File: src/rtl/seq_ctrl.sv
// Multi-cycle fetch/decode/execute sequencer for the accumulator CPU.
// Optional feature: define SINGLE_STEP_EN to add step_i single-instruction stepping from IDLE.
`timescale 1ns/1ps

module seq_ctrl #(
    parameter int unsigned ADDR_W = 5,
    parameter int unsigned DATA_W = 8
) (
    input  logic              clk_i,
    input  logic              rst_i,
    input  logic              run_i,
`ifdef SINGLE_STEP_EN
    input  logic              step_i,
`endif
    output logic              mem_req_o,
    output logic              mem_we_o,
    output logic [ADDR_W-1:0] mem_addr_o,
    input  logic              mem_ack_i,
    input  logic [DATA_W-1:0] mem_rdata_i,
    input  logic              z_i,
    input  logic              c_i,
    output logic              wr_o,
    output logic              wf_o,
    output logic              alu_o,
    output logic              ldi_o,
    output logic [ADDR_W-1:0] imm_o,
    output logic [ADDR_W-1:0] pc_o,
    output logic [DATA_W-1:0] ir_o,
    output logic              busy_o
);

    localparam int unsigned OP_W = 3;

    localparam logic [OP_W-1:0] OP_ADD = 3'b000;
    localparam logic [OP_W-1:0] OP_SUB = 3'b001;
    localparam logic [OP_W-1:0] OP_LDA = 3'b010;
    localparam logic [OP_W-1:0] OP_STA = 3'b011;
    localparam logic [OP_W-1:0] OP_JMP = 3'b100;
    localparam logic [OP_W-1:0] OP_JZ  = 3'b101;
    localparam logic [OP_W-1:0] OP_JC  = 3'b110;
    localparam logic [OP_W-1:0] OP_LDI = 3'b111;

    typedef enum logic [2:0] {
        S_IDLE     = 3'd0,
        S_FETCH    = 3'd1,
        S_DECODE   = 3'd2,
        S_EXEC_MEM = 3'd3,
        S_EXEC     = 3'd4
    } state_e;

    state_e            state_q;
    logic [ADDR_W-1:0] pc_q;
    logic [DATA_W-1:0] ir_q;
`ifdef SINGLE_STEP_EN
    logic              step_q;
`endif

    logic [OP_W-1:0]   op;
    logic [ADDR_W-1:0] imm;
    logic              is_fetch;
    logic              is_mem;
    logic              is_exec;
    logic              mem_done;
    logic              jump_taken;
    state_e            boundary_state;

    assign op       = ir_q[DATA_W-1 -: OP_W];
    assign imm      = ir_q[ADDR_W-1:0];
    assign is_fetch = (state_q == S_FETCH);
    assign is_mem   = (state_q == S_EXEC_MEM);
    assign is_exec  = (state_q == S_EXEC);
    assign mem_done = is_mem & mem_ack_i;

    assign jump_taken = (op == OP_JMP)
                      | ((op == OP_JZ) & z_i)
                      | ((op == OP_JC) & c_i);

    // run_i is only consulted here, at the end of an instruction
    assign boundary_state = run_i ? S_FETCH : S_IDLE;

    always_ff @(posedge clk_i) begin
        if (rst_i) begin
            state_q <= S_IDLE;
            pc_q    <= '0;
            ir_q    <= '0;
`ifdef SINGLE_STEP_EN
            step_q  <= 1'b0;
`endif
        end else begin
            case (state_q)
                S_IDLE: begin
                    if (run_i) begin
                        state_q <= S_FETCH;
                    end
`ifdef SINGLE_STEP_EN
                    else if (step_i) begin
                        state_q <= S_FETCH;
                        step_q  <= 1'b1;
                    end
`endif
                end
                S_FETCH: begin
                    if (mem_ack_i) begin
                        ir_q    <= mem_rdata_i;
                        pc_q    <= pc_q + ADDR_W'(1);
                        state_q <= S_DECODE;
                    end
                end
                S_DECODE: begin
                    state_q <= op[OP_W-1] ? S_EXEC : S_EXEC_MEM;
                end
                S_EXEC_MEM: begin
                    if (mem_ack_i) begin
                        state_q <= boundary_state;
`ifdef SINGLE_STEP_EN
                        step_q  <= 1'b0;
`endif
                    end
                end
                S_EXEC: begin
                    if (jump_taken) begin
                        pc_q <= imm;
                    end
                    state_q <= boundary_state;
`ifdef SINGLE_STEP_EN
                    step_q  <= 1'b0;
`endif
                end
                default: begin
                    state_q <= S_IDLE;
                end
            endcase
        end
    end

    // Memory port is decoded from the registered state; stable until ack
    assign mem_req_o  = is_fetch | is_mem;
    assign mem_we_o   = is_mem & (op == OP_STA);
    assign mem_addr_o = is_fetch ? pc_q : (is_mem ? imm : '0);

    // Datapath strobes fire only in the completing execute cycle
    assign wr_o  = (mem_done & (op != OP_STA)) | (is_exec & (op == OP_LDI));
    assign wf_o  = mem_done & ((op == OP_ADD) | (op == OP_SUB));
    assign alu_o = mem_done & (op == OP_SUB);
    assign ldi_o = is_exec & (op == OP_LDI);

    assign imm_o  = imm;
    assign pc_o   = pc_q;
    assign ir_o   = ir_q;
    assign busy_o = (state_q != S_IDLE);

    logic unused_op_lda;
    assign unused_op_lda = (op == OP_LDA);

endmodule

File: config.mk
export PLATFORM = sky130hd
export DESIGN_NAME = seq_ctrl
export DESIGN_NICKNAME = d
export VERILOG_FILES = /design/src/rtl/seq_ctrl.sv
export SDC_FILE = /design/constraint.sdc
export NUM_CORES = 1
export LEC_CHECK = 0
export ABC_AREA = 0
export CORE_MARGIN = 3
export CORE_UTILIZATION = 41
export CTS_CLUSTER_DIAMETER = 100
export DETAILED_ROUTE_END_ITERATION = 16
export GPL_TIMING_DRIVEN = 0
export PLACE_DENSITY = 0.91
export SLEW_MARGIN = 20
export SYNTH_ARGS = -nofsm -noshare
export SYNTH_HDL_FRONTEND = slang
export SYNTH_SLANG_ARGS = --single-unit
File: constraint.sdc
create_clock -name clk_i -period 1.7 [get_ports clk_i]
set_input_delay 0.34 -clock clk_i [delete_from_list [all_inputs] [get_ports clk_i]]
set_output_delay 0.34 -clock clk_i [all_outputs]
set_load 0.05 [all_outputs]
---- Word-level counts from Yosys, hierarchy flattened ----
Index checks and enable logic that the tools add are counted.
word-level totals
  register bits after elaboration ......... 16
  bits of input ports ..................... 14
  output and inout bits ................... 30
  logic and storage cells ................. 50
operators by class
  add/subtract/negate cells ............... 1
  eq/ne operators ......................... 15
  muxes and demuxes ....................... 11
  bitwise gates (word level) .............. 13
  reductions and logical operators ........ 7
operators with widths
  operator                                              number
  2-to-1 mux 5 bit                                      4
  equality test 3 bit (second input constant)           5
  one-hot mux 3 bit (5 select lines)                    1
  2-to-1 mux 3 bit                                      4
  one-hot mux 5 bit (2 select lines)                    1
  equality test 3 x 2 -> 1 bit (second input constant)  3
  bitwise AND 1 bit                                     8
  equality test 3 x 1 -> 1 bit (second input constant)  2
  logical NOT 3 bit                                     2
  != test 2 bit (second input constant)                 3
  AND reduction 3 bit                                   2
  adder 5 x 1 -> 5 bit (second input constant)          1
  bitwise OR 1 bit                                      5
  != test 3 x 2 -> 1 bit (second input constant)        1
  nonzero test 3 bit                                    1
  != test 2 x 1 -> 1 bit (second input constant)        1
  AND reduction 2 bit                                   1
  nonzero test 2 bit                                    1
  2-to-1 mux 1 bit                                      1

---- Longest topological paths before layout ----
  depth after elaboration ................. 6
  depth in mapped cells ................... 7
  gate-level depth less buffers ........... 5

---- Least setup slack after synthesis ----
OpenSTA, ideal clock, no wires.
  path type ............................... reg-to-output
  start ................................... register state_q[2]
  end ..................................... output port alu_o
  data arrival time ....................... 2531 ps
  data required time ...................... 1360 ps
  slack ................................... -1171 ps
  stages on the path, launching flop included .. 7
  path through ............................ dfxtp_1 > buf_6 > nand2b_4 > clkinv_2 > nand3_1 > nor3_1 > and2_1
between the ends
  longest elaborated chain between the ends .. 3
RTL lines
  what                          line  source
  start: declaration            51    state_e state_q;
  start signal: assignment      110   state_q <= op[OP_W-1] ? S_EXEC : S_EXEC_MEM;
  start signal: assignment      114   state_q <= boundary_state;
  start signal: assignment      124   state_q <= boundary_state;
  equality test 3 x 2 -> 1 bit  70    assign is_mem = (state_q == S_EXEC_MEM);
  bitwise AND 1 bit             72    assign mem_done = is_mem & mem_ack_i;
  bitwise AND 1 bit             144   assign alu_o = mem_done & (op == OP_SUB);
  end: declaration              24    output logic alu_o,
Every way passes these cells.

---- Worst setup path after layout ----
  start ................................... register state_q[0]
  end ..................................... output port alu_o
The elaborated chain is that of the path after synthesis.

==> results.md <==
- Multi-input logic area: about 650 um2
- H-tree levels: 1
- Worst slack at placement: -0.8413 ns
- Pwr Density: 639.1 nW/um2
- Vias: approximately 1200
- Drt wl/cell: 16.94 um
- Critical-path cell list: buf_6 -> nand2b_4 -> clkinv_8 -> nand3_4 -> nor3_4 -> and2_4 -> buf_8
- Met3 GRT Util: 0.02681
- Final worst path period share: 1.057
- Yosys reg bits: 16
- Yosys warnings: 0
- Port Buffers: 43
- Final Skew: 0.009794 ns
- Finished Core Util: 0.7814
- Met2 Usage GRT: 0.4075
- Die area: just over 3000 um2
- Routability cong.: 0.8613
- Crit path max fanout: 3
- Total grt overflow: 0
- Failing checks: setup timing
- Slew HR: 0.6675
- Clock root buffer: clkbuf_4
- Fin nets: 203
- CP Launch Type: register
- Fin. max-slew vios: 0
- DR vias/cell: 5.563
- Initial antenna violation count: 0
- Die H: between 50 and 60 um
- Worst-Skew Late Latency: roughly 0.3 ns
- Area Overhead vs Synth: 78.68%
- Total track usage: 0.2387
- Number of fill cells in the layout: ~160
- Kind of critical path: reg2out
- RSZ-0062 raised after global routing: true
- CTS tree: done
- Leak: between 0.7 and 0.8 nW
- Synth Area in Simple Gates: 0.3058
- Max cap viols: 0
- Register cell area after layout: 340.3 um2
- CP Buf/Inv Count: 3
- Ant diodes: 0
- HP Class: reg2reg
- Mux share of post-synthesis cell area: 0.05076
- Largest net degree at the start of global routing: 11
- Maximum VDD drop: 490.4 uV
- Cts bufs inserted: 3
- Post-route ant nets: 0
- Routed WL: around 3.6 mm
- Compound-Gate Fraction of Synth Area: 0.1853
- Post-Synthesis Cell Area: about 1000 um2
- Drc violations: 0
- Chip width: about 55 um
- WP data required: roughly 1.4 ns
- Worst-path clk slew: 0.11 ns
- Most crowded layer after global routing: met2
- Setup slack after layout: -0.09638 ns
- Worst path max stage delay: approximately 0.35 ns
- Min cycle time layout: between 1.5 and 2 ns
- Syn Area/Cell: 8.016 um2
- # setup viols final: 8
- First-pass GRT wire length: a little over 5 mm
- Register area share after synthesis: 0.3249
- Adder-cell share of the synthesized area: 0.01269
- Worst-margin pin slew: roughly 0.50 ns
- Site Rows: 17
- Synth cell types: 38
- Largest family of logic cells by synthesized area: simple AND/OR/NAND/NOR gates
- Run status: finished with violations
- Design Power: 0.001126 W
- Vias in the first global route: 1033
- DP HPWL: about 2.2 mm
- Drt pass-1 iters: 4
- Met1 Resource Use GR: 0.3100
- CTS Sinks: 16
- Post-Synth XOR/XNOR Area: 0.01777
- Buffer depth of the longest clock path: 2
- Proportion of layout cells with a drive suffix above 1: 0.3797
- Family with the most delay on the worst path: simple AND/OR/NAND/NOR gates
- Final Hold Viols: 0
- Drt initial violations: 58
- Post-synthesis cell count: around 120
- CP max-delay cell: dfxtp_2
- Hold buffer count at CTS: 0
- Initial Util: 0.4373
- Max Freq: around 0.56 GHz
- Setup TNS: -0.2906 ns
- CP arrival: between 1 and 1.5 ns
- Core area: ~2300 um2
- Syn_nets: 138
- I/O pin count: between 40 and 50
- CP Capture Type: output port
[stage by stage]
| stage | instances | cell area, um2 | hold slack (ns) |
|---|---|---|---|
| floorplan | 123 | 1036 | 0.4121 |
| global placement | 194 | 1501 | 0.4967 |
| detailed placement | 194 | 1501 | 0.5072 |
| CTS | 208 | 1627 | 0.5195 |
| global route | 215 | 1762 | 0.5433 |
| finish | 215 | 1762 | 0.5258 |
[what timing repair did]
| item | CTS | global route |
|---|---|---|
| pin swaps | 6 | 5 |
| buffers inserted | 12 | 7 |
| setup endpoints to repair | 30 | 15 |
| resized for setup | 109 | 27 |
[worst paths after layout]
path / startpoint / endpoint / slack (ns) / cells past startpoint
max reg2reg: state_q[0] / ir_o[7] / 0.08 / 8
min reg2reg: ir_o[4] / ir_o[4] / 0.53 / 2
min: ir_o[4] / ir_o[4] / 0.53 / 2
max: state_q[0] / alu_o / -0.1 / 7
[logic make-up after synthesis]
group,after synthesis
AOI/OAI and AO/OA,26
xor gates and xnor gates,2
and+or+nand+nor,58
muxes,5
adders and majority gates,1
buffers and inverters,15
DFF,16
[cells in the mapped netlist, drive strengths merged]
cell type,number,area share
a2111oi,1,0.0089
a21o,1,0.0076
a21oi,12,0.061
a221o,1,0.010
a221oi,1,0.027
a311oi,1,0.0089
a31oi,3,0.019
and2,2,0.013
and3,1,0.0063
buf,11,0.086
clkbuf,1,0.0038
clkinv,1,0.0051
dfxtp,16,0.32
ha,1,0.013
inv,2,0.0076
mux2i,5,0.051
nand2,26,0.099
nand2b,3,0.027
nand3,4,0.020
nand3b,1,0.0076
nand4,1,0.0063
nand4bb,1,0.028
nor2,11,0.042
nor3,2,0.010
nor3b,3,0.028
nor4,1,0.0063
o21a,1,0.0076
o21ai,1,0.0051
o22ai,1,0.0063
o31ai,2,0.015
o32ai,1,0.0089
or3,2,0.013
xnor2,2,0.018
[routing by layer]
metal | routed length, um | up-vias
met5 | 0 | -
met4 | 89 | 0
met2 | 1961 | 68
li1 | - | 556
met1 | 1335 | 561
met3 | 255 | 11
[flip-flops by register name, summed over array words and instances, names as in the netlist]
register	cells
state_q	3
pc_o	5
ir_o	8
[power by group]
part | leakage (nW) | switching (W) | total, W | internal (W)
registers | 0.134 | 0.0000304 | 0.000423 | 0.000392
logic | 0.577 | 0.000247 | 0.000429 | 0.000182
clock network | 0.0210 | 0.000143 | 0.000274 | 0.000131
[cells in the final DEF (no fill, tap or decap), drive strengths merged, types with 4 or more instances in the layout]
| cell type | n |
|---|---|
| nand3 | 4 |
| mux2i | 5 |
| clkdlybuf4s15 | 5 |
| nor2 | 11 |
| dlygate4sd2 | 14 |
| clkdlybuf4s50 | 12 |
| a21oi | 12 |
| buf | 38 |
| clkbuf | 7 |
| nand2 | 26 |
| dfxtp | 16 |
[area by class of cell]
| cell class | instances | share of cell area |
|---|---|---|
| plain buffers | 10 | 0.04545 |
| clock buffers | 4 | 0.02060 |
| inverters | 3 | 0.01349 |
| multi-input cells | 92 | 0.3700 |
| flip-flops and latches | 16 | 0.1932 |
| well taps | 28 | 0.01989 |
| repair buffers | 62 | 0.3374 |
[worst register-to-register path: stages (launching register included)]
cell and delay (ns):
dfxtp_2 0.35, buf_6 0.10, nand2b_4 0.08, buf_4 0.15, buf_12 0.13, nor3b_2 0.25, buf_4 0.22, nand2_1 0.08
a21oi_1 0.17
(Power assumes the default switching activity.)
